### src/rtl/ibex_rf_bist_ctrl.sv
// March C- BIST controller for the Ibex register file: halts the core, takes over the
// RF ports, sweeps the writable registers and reports pass/fail/timeout.
//
// state | meaning
// IDLE  | RF owned by core; waiting for start_i
// REQ   | halt requested; waiting for core_idle_i or idle timeout
// RUN   | RF owned by BIST; March C- elements 0..5 in progress
// DONE  | one-cycle completion; pass_o resolved here
module ibex_rf_bist_ctrl #(
    parameter int unsigned DataWidth   = 32,
    parameter int unsigned NumRegs     = 32,
    parameter int unsigned StartAddr   = 1,
    parameter int unsigned IdleTimeout = 255
) (
    input  logic                       clk_i,
    input  logic                       rst_ni,
    input  logic                       start_i,
    input  logic                       abort_i,
    output logic                       core_halt_req_o,
    input  logic                       core_idle_i,
    output logic                       rf_sel_o,
    output logic                       rf_we_o,
    output logic [$clog2(NumRegs)-1:0] rf_waddr_o,
    output logic [DataWidth-1:0]       rf_wdata_o,
    output logic [$clog2(NumRegs)-1:0] rf_raddr_o,
    input  logic [DataWidth-1:0]       rf_rdata_i,
    output logic                       busy_o,
    output logic                       done_o,
    output logic                       pass_o,
    output logic                       fail_o,
    output logic                       timeout_o,
    output logic [$clog2(NumRegs)-1:0] fail_addr_o,
    output logic [2:0]                 fail_elem_o
);

    localparam int unsigned AW = $clog2(NumRegs);
    localparam int unsigned TW = $clog2(IdleTimeout + 1);
    localparam logic [AW-1:0] ADDR_LO = AW'(StartAddr);
    localparam logic [AW-1:0] ADDR_HI = AW'(NumRegs - 1);
    localparam logic [DataWidth-1:0] ONES = '1;

    typedef enum logic [1:0] {ST_IDLE, ST_REQ, ST_RUN, ST_DONE} state_e;

    state_e          state_q, state_d;
    logic [2:0]      elem_q, elem_d;
    logic [AW-1:0]   addr_q, addr_d;
    logic            phase_q, phase_d;
    logic [TW-1:0]   tmo_cnt_q, tmo_cnt_d;
    logic            pass_q, pass_d;
    logic            fail_q, fail_d;
    logic            timeout_q, timeout_d;
    logic [AW-1:0]   fail_addr_q, fail_addr_d;
    logic [2:0]      fail_elem_q, fail_elem_d;

    logic                 is_down, is_read, is_write, step_last, addr_last;
    logic [DataWidth-1:0] rd_pat, wr_pat;

    // Elements 0 and 5 are single-op; 1..4 alternate read (phase 0) and write (phase 1).
    assign is_down   = (elem_q == 3'd3) || (elem_q == 3'd4);
    assign is_read   = (elem_q != 3'd0) && ((elem_q == 3'd5) || !phase_q);
    assign is_write  = (elem_q != 3'd5) && ((elem_q == 3'd0) || phase_q);
    assign step_last = (elem_q == 3'd0) || (elem_q == 3'd5) || phase_q;
    assign addr_last = (addr_q == (is_down ? ADDR_LO : ADDR_HI));
    assign rd_pat    = ((elem_q == 3'd2) || (elem_q == 3'd4)) ? ONES : '0;
    assign wr_pat    = ((elem_q == 3'd1) || (elem_q == 3'd3)) ? ONES : '0;

    assign busy_o      = (state_q != ST_IDLE);
    assign pass_o      = pass_q;
    assign fail_o      = fail_q;
    assign timeout_o   = timeout_q;
    assign fail_addr_o = fail_addr_q;
    assign fail_elem_o = fail_elem_q;

    always_comb begin
        state_d     = state_q;
        elem_d      = elem_q;
        addr_d      = addr_q;
        phase_d     = phase_q;
        tmo_cnt_d   = tmo_cnt_q;
        pass_d      = pass_q;
        fail_d      = fail_q;
        timeout_d   = timeout_q;
        fail_addr_d = fail_addr_q;
        fail_elem_d = fail_elem_q;
        core_halt_req_o = 1'b0;
        rf_sel_o    = 1'b0;
        rf_we_o     = 1'b0;
        rf_waddr_o  = '0;
        rf_wdata_o  = '0;
        rf_raddr_o  = '0;
        done_o      = 1'b0;

        case (state_q)
            ST_IDLE: begin
                if (start_i) begin
                    state_d     = ST_REQ;
                    tmo_cnt_d   = TW'(IdleTimeout - 1);
                    elem_d      = 3'd0;
                    addr_d      = ADDR_LO;
                    phase_d     = 1'b0;
                    pass_d      = 1'b0;
                    fail_d      = 1'b0;
                    timeout_d   = 1'b0;
                    fail_addr_d = '0;
                    fail_elem_d = '0;
                end
            end
            ST_REQ: begin
                core_halt_req_o = 1'b1;
                if (abort_i) begin
                    state_d = ST_IDLE;
                end else if (core_idle_i) begin
                    state_d = ST_RUN;
                end else if (tmo_cnt_q == '0) begin
                    state_d   = ST_DONE;
                    timeout_d = 1'b1;
                end else begin
                    tmo_cnt_d = tmo_cnt_q - TW'(1);
                end
            end
            ST_RUN: begin
                core_halt_req_o = 1'b1;
                rf_sel_o        = 1'b1;
                if (is_read) rf_raddr_o = addr_q;
                if (is_write) begin
                    rf_we_o    = 1'b1;
                    rf_waddr_o = addr_q;
                    rf_wdata_o = wr_pat;
                end
                if (is_read && (rf_rdata_i != rd_pat) && !fail_q) begin
                    fail_d      = 1'b1;
                    fail_addr_d = addr_q;
                    fail_elem_d = elem_q;
                end
                if (step_last) begin
                    phase_d = 1'b0;
                    if (addr_last) begin
                        if (elem_q == 3'd5) begin
                            state_d = ST_DONE;
                        end else begin
                            elem_d = elem_q + 3'd1;
                            addr_d = ((elem_q == 3'd2) || (elem_q == 3'd3)) ? ADDR_HI : ADDR_LO;
                        end
                    end else begin
                        addr_d = is_down ? (addr_q - AW'(1)) : (addr_q + AW'(1));
                    end
                end else begin
                    phase_d = 1'b1;
                end
                if (abort_i) state_d = ST_IDLE;
            end
            ST_DONE: begin
                done_o  = 1'b1;
                pass_d  = !fail_q && !timeout_q;
                state_d = ST_IDLE;
            end
            default: state_d = ST_IDLE;
        endcase

        // An abort discards everything, including a mismatch captured this same cycle.
        if (abort_i && ((state_q == ST_REQ) || (state_q == ST_RUN))) begin
            pass_d      = 1'b0;
            fail_d      = 1'b0;
            timeout_d   = 1'b0;
            fail_addr_d = '0;
            fail_elem_d = '0;
        end
    end

    always_ff @(posedge clk_i or negedge rst_ni) begin
        if (!rst_ni) begin
            state_q     <= ST_IDLE;
            elem_q      <= '0;
            addr_q      <= '0;
            phase_q     <= 1'b0;
            tmo_cnt_q   <= '0;
            pass_q      <= 1'b0;
            fail_q      <= 1'b0;
            timeout_q   <= 1'b0;
            fail_addr_q <= '0;
            fail_elem_q <= '0;
        end else begin
            state_q     <= state_d;
            elem_q      <= elem_d;
            addr_q      <= addr_d;
            phase_q     <= phase_d;
            tmo_cnt_q   <= tmo_cnt_d;
            pass_q      <= pass_d;
            fail_q      <= fail_d;
            timeout_q   <= timeout_d;
            fail_addr_q <= fail_addr_d;
            fail_elem_q <= fail_elem_d;
        end
    end

endmodule

### config.mk
export PLATFORM = sky130hd
export DESIGN_NAME = ibex_rf_bist_ctrl
export DESIGN_NICKNAME = d
export VERILOG_FILES = /design/src/rtl/ibex_rf_bist_ctrl.sv
export SDC_FILE = /design/constraint.sdc
export NUM_CORES = 1
export LEC_CHECK = 0
export CAP_MARGIN = 20
export CORE_ASPECT_RATIO = 2
export CORE_MARGIN = 4
export CORE_UTILIZATION = 39
export DETAILED_ROUTE_END_ITERATION = 16
export GPL_ROUTABILITY_DRIVEN = 0
export PLACE_DENSITY = 0.76
export SLEW_MARGIN = 20
export SYNTH_ARGS = -nofsm -noshare
export SYNTH_HDL_FRONTEND = slang
export SYNTH_SLANG_ARGS = --single-unit
### constraint.sdc
create_clock -name clk_i -period 6.7 [get_ports clk_i]
set_clock_uncertainty 0.2 [all_clocks]
set_input_delay 0.67 -clock clk_i [delete_from_list [all_inputs] [get_ports clk_i]]
set_output_delay 0.67 -clock clk_i [all_outputs]
set_load 0.05 [all_outputs]
==> reports/results.md, run 1 <==
## Route
• 2107 — via count
• 47 — iteration-0 DRC count of the detailed router
• 0 — antenna violation net count after detailed routing
• 5.52 — DR vias/cell
• 4 — number of search-and-repair iterations in the first detailed-routing pass
• 0 — remaining design rule violation count
• 16.7 µm — wire length per cell
• 6.37 mm — total routed wirelength

## Logic synthesis
• 1.00 — share of flip-flops with an asynchronous set or reset after synthesis
• 2400 µm² — combined area of all synthesized cells
• 309 — number of nets produced by synthesis
• 256 — synthesized netlist cell count
• 0 — count of flip-flops with a built-in enable after synthesis
• 0 — total number of yosys warnings
• 9.39 µm² — Syn Area/Cell
• 0.312 — Seq/Total Area, Yosys
• 30 — total of flip-flops plus latches after synthesis
• 56 — number of distinct library cells after synthesis
• sky130_fd_sc_hd__dfrtp_1 — ys flop type

## Placement
• 5.01 mm — hpwl dp
• 94 — total of buffers placed on input and output ports
• 375 — placed cell count

## Clock tree
• 0 — Post CTS Setup Buffer Count
• yes — clock tree from TritonCTS
• 30 — Clock Sink Count
• sky130_fd_sc_hd__clkbuf_16 — clk root buf
• 2 — level count of the clock H-tree
• 270 ps — later-pin clock latency in the skew report
• 0 — Hold Buf Count CTS
• 0 — CTS-repair resized insts
• 2 — CTS Buffer Depth
• 50 ps — clock slew at the register clock pins of the worst setup and hold paths
• 5 — total clock buffers created by CTS

## GRT
• 2237 — via count of the first global-routing pass
• 33 — largest net degree at the start of global routing
• 0 — global route total overflow
• 0 — antenna violations before repair
• 0.172 — GRT Overall Usage
• 10.6 mm — global-route wire length before repair

## STA
• 0 — final-report setup violation count
• 4310 ps — post-layout minimum cycle time
• false — setup repair after global routing missed its margin
• 0 — count of final max-slew check failures
• 879 ps — Worst Tran Pin Value
• 310 ps — Hold Worst Slack
• 0.644 — share of the clock period used by the worst path after layout
• 0 ps — total negative slack for setup checks
• 0 — Hold Fails Final Rpt
• 232 MHz — highest achievable clock rate
• 0.414 — slew margin rel.

## Cells and area
• 521 — number of inserted filler cells in the final layout
• sky130_fd_sc_hd__clkdlybuf4s50_1 (94), sky130_fd_sc_hd__dfrtp_1 (30), sky130_fd_sc_hd__a21oi_1 (15), sky130_fd_sc_hd__ha_1 (15), sky130_fd_sc_hd__inv_1 (14) — highest-count cells in the layout ignoring fill and taps
• 382 — Final Instance Count excl. Fillers
• 0.0940 — share of cells above drive strength 1
• 0 — diodes inserted
• 37.9% — Syn-to-layout area delta
• sky130_fd_sc_hd__clkdlybuf4s50_1 — commonest non-fill, non-tap cell in the layout
• 0.552 — fraction of the core area covered by cells at the end of the flow
• 372 — nets

## Power and ir drop
• 0.256 — part of the total power dissipated in sequential elements
• 1.33 nW — Leakage Power
• 0.206 mV — Max VDD drop
• 0.414 — switching portion of total power
• 560 µW — Int Power
• 0.477 — Comb power frac
• 0.267 — clock share of power
• 956 µW — total power
• 396 µW — net switching power
• 288 nW/µm² — power density over cell area

## Die
• 95 — total I/O pin count
• 40 — number of standard-cell rows in the floorplan
• 0.400 — effective utilization at floorplan
• 119 µm — Die Y
• 63.5 µm — horizontal extent of the die
• 6010 µm² — area of the placeable core
• 7560 µm² — area of the die

## Status
• finished, final reports clean — result of the run

## Flow run
• 0 — max-cap violation count

## Worst setup path
• register — Critical Path Source Type
• output pin — kind of capture point of the worst setup path
• 3440 ps — critical path data arrival time
• register to output pin — Worst Path Class, Setup
• 5830 ps — required arrival time at the worst endpoint
• 32 — top fanout value on the critical path

## Worst hold path
• register to register — type of the most critical hold path

==> worst paths after layout <==
kind | start | end | slack, ps | cells past startpoint
worst max-delay path | state_q[0] | rf_wdata_o[2] | 2390 | 6
worst min register to register | tmo_cnt_q[0] | tmo_cnt_q[0] | 310 | 1
min in group asynchronous | rst_ni | pass_o | 600 | 2
worst min-delay path | tmo_cnt_q[0] | tmo_cnt_q[0] | 310 | 1
max in group asynchronous | rst_ni | fail_addr_o[4] | 5420 | 2
worst max register to register | elem_q[0] | addr_q[1] | 3490 | 10
==> stage by stage <==
step	area [µm²]	setup slack [ps]
2_1_floorplan	2400	2490
3_3_place_gp	3150	2780
3_5_place_dp	3150	2670
4_1_cts	3320	2360
5_1_grt	3320	2000
6_report	3320	2390
==> worst max-delay path, cell delays in order (launching register included) <==
cell	delay, ps
sky130_fd_sc_hd__dfrtp_1	410
sky130_fd_sc_hd__inv_1	90
sky130_fd_sc_hd__ha_1	420
sky130_fd_sc_hd__inv_1	180
sky130_fd_sc_hd__a21oi_2	340
sky130_fd_sc_hd__o21a_1	770
sky130_fd_sc_hd__clkdlybuf4s50_1	960
==> flip-flops by register name, indices dropped and copies added (netlist names) <==
register     cells
tmo_cnt_q        8
addr_q           5
fail_addr_o      5
elem_q           3
fail_elem_o      3
state_q          2
fail_o           1
pass_o           1
phase_q          1
timeout_o        1
==> layer usage <==
layer	vias up	GRT usage	wire length, µm	share of wire
li1	1033	-	-	-
met1	995	0.177	2280	0.36
met2	64	0.328	3660	0.58
met3	15	0.0274	232	0.036
met4	0	0.0758	187	0.029
met5	-	0	0	0
==> cells by family after synthesis <==
group / share of synthesized area
AND/OR/NAND/NOR: 0.214
adder cells (fa/ha/maj): 0.0864
XOR/XNOR: 0.0323
multiplexers: 0.0437
flip-flops: 0.312
AO/OA/AOI/OAI: 0.171
buffers and inverters: 0.140
==> layout make-up <==
type,count,area (µm²),area share
Multi-Input combinational cell,173,1320,0.397
Timing Repair Buffer,95,948,0.286
Sequential cell,30,751,0.226
Clock buffer,6,139,0.0419
Tap cell,63,78.8,0.0238
Inverter,14,52.6,0.0158
Clock inverter,1,30.0,0.00905
==> Yosys cell counts (3+ instances only) <==
cell type / n / area, µm²
sky130_fd_sc_hd__nand2_1: 11 / 41.3
sky130_fd_sc_hd__xnor2_1: 3 / 26.3
sky130_fd_sc_hd__mux2i_1: 6 / 60.1
sky130_fd_sc_hd__buf_2: 5 / 25.0
sky130_fd_sc_hd__xor2_1: 4 / 35.0
sky130_fd_sc_hd__a22o_1: 8 / 70.1
sky130_fd_sc_hd__o21ai_0: 5 / 25.0
sky130_fd_sc_hd__a31oi_1: 5 / 31.3
sky130_fd_sc_hd__and2_1: 13 / 81.3
sky130_fd_sc_hd__mux2_2: 4 / 45.0
sky130_fd_sc_hd__dfrtp_1: 30 / 751
sky130_fd_sc_hd__nor3_1: 4 / 20.0
sky130_fd_sc_hd__buf_4: 31 / 233
sky130_fd_sc_hd__and3_1: 4 / 25.0
sky130_fd_sc_hd__nor4_1: 6 / 37.5
sky130_fd_sc_hd__nor4_2: 4 / 50.1
sky130_fd_sc_hd__o21a_1: 3 / 22.5
sky130_fd_sc_hd__a21oi_1: 15 / 75.1
sky130_fd_sc_hd__inv_1: 14 / 52.6
sky130_fd_sc_hd__ha_1: 15 / 188
sky130_fd_sc_hd__nand4_1: 12 / 75.1
sky130_fd_sc_hd__nor2_1: 11 / 41.3
sky130_fd_sc_hd__nand3_1: 4 / 20.0
==> power groups by stage <==
stage                     clock network (mW)  registers [mW]  logic [mW]
final                                  0.255           0.244       0.456
after global routing                   0.267           0.250       0.497
after detailed placement                   0           0.247       0.455
after global placement                     0           0.245       0.451
after floorplan                            0           0.270       0.300
after CTS                              0.261           0.245       0.459
No activity file was read; power rests on OpenSTA's default activity.
==> run 2, diff against run 1 <==
- clock period: 6.7 -> 4.4 ns (I/O delays scaled with it)
==> reports/results.md, run 2 (synthesis gave the netlist of run 1 again) <==
## Flow run
• 0 — max-cap violation count, unchanged

## STA
• 0.638 — slew margin rel., was 0.414
• 0.844 — share of the clock period used by the worst path after layout
• 544 ps — Worst Tran Pin Value, was 879 ps
• 0 — final-report setup violation count, unchanged
• 0 — count of final max-slew check failures, unchanged
• false — setup repair after global routing missed its margin, unchanged
• 269 MHz — highest achievable clock rate
• 0 — Hold Fails Final Rpt, unchanged
• 0 ps — total negative slack for setup checks, unchanged
• 3710 ps — post-layout minimum cycle time

## Die
• 7560 µm² — area of the die, unchanged
• 63.5 µm — horizontal extent of the die, unchanged
• 6010 µm² — area of the placeable core, unchanged
• 119 µm — Die Y, unchanged
• 40 — number of standard-cell rows in the floorplan, unchanged
• 0.400 — effective utilization at floorplan, unchanged
• 95 — total I/O pin count, unchanged

## Worst setup path
• 870 ps — maximum cell stage delay along the critical path, was 960 ps
• register to output pin — Worst Path Class, Setup, unchanged
• output pin — kind of capture point of the worst setup path, unchanged
• sky130_fd_sc_hd__clkdlybuf4s50_1 — standard cell with the maximum stage delay on the critical path, unchanged
• sky130_fd_sc_hd__inv_1 — critical path's most frequent cell, unchanged
• 32 — top fanout value on the critical path, unchanged
• register — Critical Path Source Type, unchanged
• 3760 ps — required arrival time at the worst endpoint, was 5830 ps
• inv_1, ha_1, inv_1, a21oi_2, o21a_1, buf_4, clkdlybuf4s50_1 — cells along the critical path, was inv_1, ha_1, inv_1, a21oi_2, o21a_1, clkdlybuf4s50_1
• 3070 ps — critical path data arrival time, was 3440 ps

## Clock tree
• 50 ps — clock slew at the register clock pins of the worst setup and hold paths, about the same
• 0 — Post CTS Setup Buffer Count, unchanged
• 280 ps — later-pin clock latency in the skew report, was 270 ps
• 5 — total clock buffers created by CTS, unchanged
• 0 — Hold Buf Count CTS, unchanged
• sky130_fd_sc_hd__clkbuf_16 — clk root buf, unchanged
• 0 — CTS-repair resized insts, unchanged
• 2 — CTS Buffer Depth, unchanged
• 30 — Clock Sink Count, unchanged
• yes — clock tree from TritonCTS, unchanged
• 2 — level count of the clock H-tree, unchanged

## Status
• finished, final reports clean — result of the run, unchanged

## GRT
• 0.185 — GRT Overall Usage, was 0.172
• 0 — antenna violations before repair, unchanged
• 11.3 mm — global-route wire length before repair, was 10.6 mm
• 33 — largest net degree at the start of global routing, unchanged
• 0 — global route total overflow, unchanged
• 2318 — via count of the first global-routing pass, was 2237

## Cells and area
• 0 — diodes inserted, unchanged
• tmo_cnt_q — largest reg by FF count, unchanged
• 384 — Final Instance Count excl. Fillers, was 382
• 37.5% — Syn-to-layout area delta, was 37.9%
• sky130_fd_sc_hd__clkdlybuf4s50_1 — commonest non-fill, non-tap cell in the layout, unchanged
• sky130_fd_sc_hd__clkdlybuf4s50_1 (94), sky130_fd_sc_hd__dfrtp_1 (30), sky130_fd_sc_hd__a21oi_1 (15), sky130_fd_sc_hd__ha_1 (15), sky130_fd_sc_hd__inv_1 (14) — highest-count cells in the layout ignoring fill and taps, unchanged
• 373 — nets, was 372
• 8 — max reg flops, unchanged
• 0.0997 — share of cells above drive strength 1, was 0.0940

## Power and ir drop
• 0.288 mV — Max VDD drop, was 0.206 mV
• 1.33 nW — Leakage Power, about the same
• 429 nW/µm² — power density over cell area, was 288 nW/µm²

## Route
• 0 — remaining design rule violation count, unchanged
• 4 — number of search-and-repair iterations in the first detailed-routing pass, unchanged
• 5.62 — DR vias/cell, was 5.52
• 0 — antenna violation net count after detailed routing, unchanged
• 17.4 µm — wire length per cell, was 16.7 µm
• 6.70 mm — total routed wirelength, was 6.37 mm
• 63 — iteration-0 DRC count of the detailed router, was 47
• 2158 — via count, was 2107

## Placement
• 94 — total of buffers placed on input and output ports, unchanged
• 5.24 mm — hpwl dp, was 5.01 mm
• 376 — placed cell count, was 375

## Worst hold path
• register to register — type of the most critical hold path, unchanged

run 2: per-layer routing:
layer | track usage | routed length, µm
met1 | 0.187 | 2400
met2 | 0.361 | 3890
met3 | 0.0236 | 200
met4 | 0.0798 | 210
met5 | 0 | 0
run 2: final cells by class:
class | instances | area, µm²
fill | 557 | 2700
inverter | 14 | 52.6
multi-input combinational | 173 | 1320
sequential | 30 | 751
clock inverter | 2 | 12.5
timing repair buffer | 96 | 956
tap | 63 | 78.8
clock buffer | 6 | 139
run 2: stage by stage:
stage	worst slack (ps)	hold WS, ps	util	power, mW	instance area, µm²
5_1_grt	464	331	0.551	1.50	3310
6_report	687	309	0.551	1.42	3310
3_3_place_gp	1110	292	0.525	1.06	3160
3_5_place_dp	1030	299	0.525	1.07	3160
2_1_floorplan	422	-55.6	-	0.867	2400
4_1_cts	693	312	0.551	1.42	3310
run 2: worst max-delay path, delay by kind of cell, from the launching register on:
family,cells,cell delay (ps)
fa+ha+maj,1,450
flops,1,400
buf+inv,4,1420
compound gates,2,540
run 2: worst paths after layout:
path	start	end	slack (ps)	cells after the start
worst max-delay path	state_q[0]	rf_wdata_o[5]	690	7
worst min-delay path	fail_addr_o[3]	fail_addr_o[3]	310	1
worst max register to register	elem_q[0]	addr_q[1]	1190	10
worst min register to register	fail_addr_o[3]	fail_addr_o[3]	310	1
max in group asynchronous	rst_ni	fail_addr_o[1]	3360	2
min in group asynchronous	rst_ni	state_q[1]	360	2
run 2: power by group:
part           switching (mW)  internal, mW
Sequential             0.0512         0.319
Combinational           0.447         0.255
Clock                   0.121         0.223
Total                   0.620         0.798
